### config.mk
export PLATFORM = sky130hd
export DESIGN_NAME = multicycle_datapath
export DESIGN_NICKNAME = d
export VERILOG_FILES = /design/src/rtl/multicycle_datapath.sv
export SDC_FILE = /design/constraint.sdc
export NUM_CORES = 2
export LEC_CHECK = 0
export CAP_MARGIN = 20
export CORE_MARGIN = 5
export CORE_UTILIZATION = 35
export DETAILED_ROUTE_END_ITERATION = 6
export PLACE_DENSITY = 0.49
export SYNTH_ARGS = -nofsm -noshare
export SYNTH_HDL_FRONTEND = slang
export SYNTH_SLANG_ARGS = --single-unit
### constraint.sdc
create_clock -name clk -period 8.89 [get_ports clk]
set_input_delay 2.667 -clock clk [delete_from_list [all_inputs] [get_ports clk]]
set_output_delay 2.667 -clock clk [all_outputs]
set_load 0.01 [all_outputs]
### src/rtl/multicycle_datapath.sv
// Multicycle MIPS-subset core. The control FSM steps the datapath through a shared
// instruction/data memory port. Memory states hold until mem_ready completes the access.
module multicycle_datapath #(
  parameter logic [31:0] RESET_PC = 32'h0000_0000,
  parameter bit          BNE_EN   = 1'b1
) (
  input  logic        clk,
  input  logic        reset,
  output logic        mem_req,
  output logic        mem_we,
  output logic [31:0] mem_addr,
  output logic [31:0] mem_wdata,
  input  logic [31:0] mem_rdata,
  input  logic        mem_ready,
  output logic [31:0] pc,
  output logic        retire,
  output logic        illegal
);

  typedef enum logic [3:0] {
    S_FETCH, S_DECODE, S_EXEC, S_ALUWB, S_MEMADR, S_MEMRD, S_MEMWB,
    S_MEMWR, S_BRANCH, S_ADDIEX, S_ADDIWB, S_JUMP, S_ERR
  } state_t;

  state_t             state_q, state_d;
  logic        [31:0] pc_q, pc_d, ir_q, ir_d, mdr_q, mdr_d, alu_q, alu_d;
  logic signed [31:0] a_q, a_d, b_q, b_d;
  logic               retire_q, retire_d, illegal_q, illegal_d;

  logic [31:0] rf [32];
  logic        rf_we;
  logic [4:0]  rf_waddr;
  logic [31:0] rf_wdata;

  logic        [5:0]  opcode, funct;
  logic        [4:0]  rs, rt, rd;
  logic signed [31:0] imm_sx, rs_val, rt_val;
  logic        [32:0] rtype_res;
  logic               br_taken;

  assign opcode = ir_q[31:26];
  assign rs     = ir_q[25:21];
  assign rt     = ir_q[20:16];
  assign rd     = ir_q[15:11];
  assign funct  = ir_q[5:0];
  assign imm_sx = {{16{ir_q[15]}}, ir_q[15:0]};
  assign rs_val = (rs == 5'd0) ? 32'sd0 : rf[rs];
  assign rt_val = (rt == 5'd0) ? 32'sd0 : rf[rt];

  // R-type ALU: {legal, result}; an unknown funct clears the legal bit.
  function automatic logic [32:0] alu_rtype(input logic [5:0] fn,
                                            input logic signed [31:0] x,
                                            input logic signed [31:0] y);
    case (fn)
      6'h20:   return {1'b1, 32'(x + y)};
      6'h22:   return {1'b1, 32'(x - y)};
      6'h24:   return {1'b1, 32'(x & y)};
      6'h25:   return {1'b1, 32'(x | y)};
      6'h2A:   return {1'b1, (x < y) ? 32'd1 : 32'd0};
      default: return {1'b0, 32'd0};
    endcase
  endfunction

  assign rtype_res = alu_rtype(funct, a_q, b_q);
  assign br_taken  = (opcode == 6'h04) ? (a_q == b_q) : (a_q != b_q);

  always_comb begin
    state_d   = state_q;
    pc_d      = pc_q;
    ir_d      = ir_q;
    mdr_d     = mdr_q;
    a_d       = a_q;
    b_d       = b_q;
    alu_d     = alu_q;
    retire_d  = 1'b0;
    illegal_d = illegal_q;
    rf_we     = 1'b0;
    rf_waddr  = rt;
    rf_wdata  = alu_q;
    case (state_q)
      S_FETCH: if (mem_ready) begin
        ir_d    = mem_rdata;
        pc_d    = pc_q + 32'd4;
        state_d = S_DECODE;
      end
      S_DECODE: begin
        a_d   = rs_val;
        b_d   = rt_val;
        alu_d = pc_q + {imm_sx[29:0], 2'b00};
        case (opcode)
          6'h00:        state_d = S_EXEC;
          6'h23, 6'h2B: state_d = S_MEMADR;
          6'h04:        state_d = S_BRANCH;
          6'h05:        state_d = BNE_EN ? S_BRANCH : S_ERR;
          6'h08:        state_d = S_ADDIEX;
          6'h02:        state_d = S_JUMP;
          default:      state_d = S_ERR;
        endcase
      end
      S_EXEC: begin
        alu_d   = rtype_res[31:0];
        state_d = rtype_res[32] ? S_ALUWB : S_ERR;
      end
      S_ALUWB: begin
        rf_we    = 1'b1;
        rf_waddr = rd;
        retire_d = 1'b1;
        state_d  = S_FETCH;
      end
      S_MEMADR: begin
        alu_d   = a_q + imm_sx;
        state_d = (opcode == 6'h23) ? S_MEMRD : S_MEMWR;
      end
      S_MEMRD: if (mem_ready) begin
        mdr_d   = mem_rdata;
        state_d = S_MEMWB;
      end
      S_MEMWB: begin
        rf_we    = 1'b1;
        rf_wdata = mdr_q;
        retire_d = 1'b1;
        state_d  = S_FETCH;
      end
      S_MEMWR: if (mem_ready) begin
        retire_d = 1'b1;
        state_d  = S_FETCH;
      end
      S_BRANCH: begin
        if (br_taken) pc_d = alu_q;
        retire_d = 1'b1;
        state_d  = S_FETCH;
      end
      S_ADDIEX: begin
        alu_d   = a_q + imm_sx;
        state_d = S_ADDIWB;
      end
      S_ADDIWB: begin
        rf_we    = 1'b1;
        retire_d = 1'b1;
        state_d  = S_FETCH;
      end
      S_JUMP: begin
        pc_d     = {pc_q[31:28], ir_q[25:0], 2'b00};
        retire_d = 1'b1;
        state_d  = S_FETCH;
      end
      S_ERR: begin
        illegal_d = 1'b1;
        state_d   = S_FETCH;
      end
      default: state_d = S_FETCH;
    endcase
  end

  always_ff @(posedge clk or posedge reset) begin
    if (reset) begin
      state_q   <= S_FETCH;
      pc_q      <= RESET_PC;
      ir_q      <= '0;
      mdr_q     <= '0;
      a_q       <= '0;
      b_q       <= '0;
      alu_q     <= '0;
      retire_q  <= 1'b0;
      illegal_q <= 1'b0;
    end else begin
      state_q   <= state_d;
      pc_q      <= pc_d;
      ir_q      <= ir_d;
      mdr_q     <= mdr_d;
      a_q       <= a_d;
      b_q       <= b_d;
      alu_q     <= alu_d;
      retire_q  <= retire_d;
      illegal_q <= illegal_d;
    end
  end

  // Register file is not reset; $0 is never written and always reads as zero.
  always_ff @(posedge clk) begin
    if (rf_we && !reset && (rf_waddr != 5'd0)) rf[rf_waddr] <= rf_wdata;
  end

  assign mem_req   = (state_q == S_FETCH) || (state_q == S_MEMRD) || (state_q == S_MEMWR);
  assign mem_we    = (state_q == S_MEMWR);
  assign mem_addr  = (state_q == S_FETCH) ? pc_q : alu_q;
  assign mem_wdata = b_q;
  assign pc        = pc_q;
  assign retire    = retire_q;
  assign illegal   = illegal_q;

endmodule

# ---- Yosys cells after proc, flatten, opt, wreduce, memory -nomap -nowiden
# Memory sizes are Yosys's and may differ from the RTL's.
# Index checks and enable logic that the tools add are counted.
dict set report word_totals {
  ff_bits 198
  mem_bits_rw 1024
  inputBits 35
  out_inout_bits 100
  word_cells 96
  memories 1
}
# memory depth word_bits read_ports rd_clocked_by_memory_dff wr line_no
set memory_table {}
lappend memory_table {rf 32 32 2 0 1 30} ;# logic [31:0] rf [32];
dict set report classes {
  add_sub_neg 5
  magnitude_cmp 1
  n_eq_ne 29
  n_mux 24
  n_bitwise 3
  n_reduce_logical 23
}
# cell n
set op_table {}
lappend op_table {{2-to-1 mux 32 bit} 6}
lappend op_table {{case mux 32 bit (3 select lines)} 2}
lappend op_table {{case mux 33 bit (5 select lines)} 1}
lappend op_table {{adder 32 bit} 2}
lappend op_table {{== test 6 bit, second input constant} 7}
lappend op_table {{adder 32 x 16 -> 32 bit} 1}
lappend op_table {{adder 32 x 3 -> 32 bit, second input constant} 1}
lappend op_table {{bitwise AND 32 bit} 1}
lappend op_table {{== test 32 bit} 1}
lappend op_table {{less-than comparator 32 bit} 1}
lappend op_table {{!= test 32 bit} 1}
lappend op_table {{bitwise OR 32 bit} 1}
lappend op_table {{subtractor 32 bit} 1}
lappend op_table {{case mux 4 bit (7 select lines)} 1}
lappend op_table {{== test 4 bit, second input constant} 5}
lappend op_table {{case mux 4 bit (5 select lines)} 1}
lappend op_table {{== test 4 x 3 -> 1 bit, second input constant} 4}
lappend op_table {{2-to-1 mux 4 bit} 4}
lappend op_table {{== test 6 x 3 -> 1 bit, second input constant} 2}
lappend op_table {{logical NOT 5 bit} 2}
lappend op_table {{== test 4 x 2 -> 1 bit, second input constant} 2}
lappend op_table {{== test 6 x 2 -> 1 bit, second input constant} 1}
lappend op_table {{== test 6 x 4 -> 1 bit, second input constant} 1}
lappend op_table {{logical NOT 6 bit} 1}
lappend op_table {{other kinds (21)} 35}

# ---- Longest topological paths before layout
dict set report logic_depth {
  depth_word 7
  ltp_mapped 15
  ltp_nobuf 13
}

# ---- Worst setup path before layout
# Ideal clock, no wire load.
dict set report synth_path {
  path_kind {input to register}
  startpoint {input reset}
  endpoint {memory rf[17][0] (enable)}
  setup_time_ps 421
  t_arrival_ps 4908
  t_required_ps 8469
  slack_ps 3561
  stages 4
  path_buffers 0
  cell_sequence {or3_1 a211oi_1 nand2_1 nor2_1}
}
dict set report synth_via {
  elab_chain_cells 5
}
# element line_no
set synth_rtl {}
lappend synth_rtl {{start, declared} 8} ;# input logic reset,
lappend synth_rtl {{logical NOT 1 bit} 181} ;# if (rf_we && !reset && (rf_waddr != 5'd0)) rf[rf_waddr] <= rf_wdata;
lappend synth_rtl {{logical AND 1 bit (2 in a row)} 181}
lappend synth_rtl {{2-to-1 mux 1 bit} 181}
lappend synth_rtl {{2-to-1 mux 1 bit (implied by the code)} 181}
lappend synth_rtl {{end, declared} 30}
# Every way passes these cells.

# ---- Worst setup path in the final report
dict set report layout_path {
  startpoint {register state_q[2]}
  endpoint {output mem_addr[11]}
}
dict set report layout_via {
  elab_chain_cells 2
}
# element line_no
set layout_rtl {}
lappend layout_rtl {{start, declared} 25} ;# state_t state_q, state_d;
lappend layout_rtl {{start signal, assigned} 167} ;# state_q <= state_d;
lappend layout_rtl {{logical NOT 4 bit} 186} ;# assign mem_addr = (state_q == S_FETCH) ? pc_q : alu_q;
lappend layout_rtl {{2-to-1 mux 32 bit} 186}
lappend layout_rtl {{end, declared} 11} ;# output logic [31:0] mem_addr,
# Every way passes these cells.

==> qor.yml <==
run_status:
  status: "finished with violations"
  violations: "design-rule violations"
routing:
  final_antenna_net_count: 0
  wirelength_um: 220000
  wl_per_cell_um: 32.8
  route.vias.total: 40500
  vias_per_cell: 6.05
  detail_route.iter0.violations: 4378
  drc: 1
  drtPass1Iterations: 7
pwr:
  vdd_drop_max_v: 0.000217
  power_density_nw_per_um2: 399
  total_leakage_power_nw: 24.7
cells_and_area:
  drive_gt1_frac: 0.253
  antenna-diode-count: 0
  utilization: 0.401
  final_area_um2: 73200
  final_cell_mix: "1024 x edfxtp_1, 640 x mux4_2, 237 x nand2_1, 187 x dfrtp_1, 168 x ha_1"
  register_area_um2: 35700
  fillers: 16700
  final_common_cell: "edfxtp_1"
  area_growth_pct: 14.1
  final_nets: 4399
  multiInputGateArea_um2: 27300
  instances_no_fill: 6687
placed_design:
  hpwl_um: 147000
  place_area_um2: 68700
  portBuffers: 134
  placed_cells: 6433
  gp_congestion: 0.940
worst_setup_path:
  r2r_slack_ns: 3.42
  reg2reg_depth: 11
  required_ns: 6.22
  arrival_ns: 3.59
  cp_max_fo: 43
  critical_path_class: "flop to output port"
  endpoint_kind: "output port"
  worstSetupStartpointType: "flop"
min_path:
  hp-class: "flop to flop"
  hold_depth: 1
yosys:
  netlist_area_um2: 64100
  ys_warn_count: 0
  synthCells: 4051
  synth_seq_cells: 1222
  ys.flop_type: "edfxtp_1"
  synthDistinctLibCells: 92
  seq_area_frac_synth: 0.557
  synth_edf_count: 1024
  syn_avg_cell_area_um2: 15.8
  async_reset_ff_frac: 0.162
clock_network:
  clk_path_buf_depth: 3
  cts_tree: "yes"
  cts.htree.levels: 4
  root_buffer: "clkbuf_16"
  clock-sinks: 1222
  post-cts-setup-buffer-count: 0
  clkTransAtPathRegs_ns: 0.06
  numCtsBuffers: 140
  clock_latency_ns: 0.79
  cts_hold_buf: 0
  post_cts_resized: 0
timing:
  fmax_ghz: 0.160
  setup_viol: 0
  finClkSkew_ns: 0.0338
  slew_headroom: 0.241
  worstMarginPinSlew_ns: 1.14
  grt_setup_unrepaired: "no"
  fin_crit_sh: 0.704
  drv_slew: 0
  fin_setup_tns_ns: 0
  hold_viol_final: 0
  period_minus_slack_ns: 6.26
  fin_hold_ws_ns: 0.470
global_routing:
  grt_pass1_vias: 40400
  grt_pass1_wl_um: 310000
  grt_usage: 0.225
  grt_overflow_total: 0
  antenna_found_initial: 9
  grt_max_degree: 112
die:
  ioPinCount: 135
  die_w_um: 438
  start_util: 0.351
  rows: 157
  die_y_um: 438
  core-area_um2: 183000
  die_area_um2: 192000
job:
  cap_violations: 0
## per-layer routing
| metal | vias to the layer above | wire length (um) | global-route usage |
|---|---|---|---|
| met4 | 2 | 8070 | 0.0791 |
| met5 | - | 13 | 0 |
| met1 | 21800 | 91700 | 0.302 |
| met3 | 318 | 12000 | 0.0310 |
| met2 | 1487 | 108000 | 0.378 |
| li1 | 16900 | - | - |
## registers in the layout, indices dropped and copies added, names as in the netlist, 4 cells and up
| register | count |
|---|---|
| mem_wdata | 32 |
| state_q | 4 |
| a_q | 32 |
| alu_q | 32 |
| ir_q | 32 |
| mdr_q | 32 |
| rf | 1024 |
| pc | 32 |
## critical path: stages (launching register included)
cell	delay, ns
dfrtp_1	0.66
nor2_1	0.51
nand2_2	0.61
o21ai_0	0.41
clkdlybuf4s50_1	0.59
## synth_stat cells, types with 52 or more instances
| cell type | n | area share |
|---|---|---|
| o22ai_1 | 95 | 0.0093 |
| a21oi_1 | 148 | 0.012 |
| ha_1 | 168 | 0.033 |
| mux4_2 | 640 | 0.22 |
| mux2i_1 | 73 | 0.011 |
| nand2_1 | 238 | 0.014 |
| edfxtp_1 | 1024 | 0.48 |
| nor2_1 | 193 | 0.011 |
| dfrtp_1 | 198 | 0.077 |
| inv_1 | 131 | 0.0077 |
| buf_1 | 52 | 0.0030 |
| o21ai_0 | 129 | 0.010 |
| mux2_2 | 75 | 0.013 |
| clkbuf_1 | 187 | 0.011 |
## cells by family (layout without fill, tap and decap cells)
group / Yosys count / after routing / share of synthesized area
muxes: 808 / 808 / 0.253
AOI/OAI and AO/OA: 701 / 701 / 0.0726
other: 1 / 32 / 0.0000585
buffers and inverters: 394 / 614 / 0.0242
adders and majority gates: 172 / 172 / 0.0340
DFF: 1222 / 1222 / 0.557
xor gates and xnor gates: 84 / 84 / 0.0115
and+or+nand+nor: 669 / 669 / 0.0482
## final timing paths
kind | from | to
setup reg to reg | state_q[0] | rf[3][22]
setup / recovery | state_q[2] | mem_addr[11]
min in group asynchronous | reset | pc[1]
hold reg to reg | illegal | illegal
max in group asynchronous | reset | mem_wdata[31]
hold / removal | illegal | illegal
## stage by stage
| step | setup WS [ns] | total power [W] |
|---|---|---|
| after global placement | 2.19 | 0.0236 |
| after global routing | 2.44 | 0.0306 |
| after floorplan | 0.826 | 0.0180 |
| after CTS | 2.63 | 0.0293 |
| after detailed placement | 2.18 | 0.0236 |
| final | 2.63 | 0.0292 |
## area by class of cell
cell class | count | area share
flip-flops and latches | 1222 | 0.488
multi-input cells | 2466 | 0.373
inverters | 131 | 0.00682
repair buffers | 231 | 0.0298
well taps | 2385 | 0.0408
clock buffers | 174 | 0.0509
clock inverters | 78 | 0.00987
## report_power, final
part	internal, W	leakage (nW)	total, W	switching (W)
Combinational	0.00607	10.9	0.0148	0.00870
Sequential	0.00760	11.7	0.00877	0.00117
Clock	0.00325	2.18	0.00569	0.00244
Power figures use the tool's default switching activity.
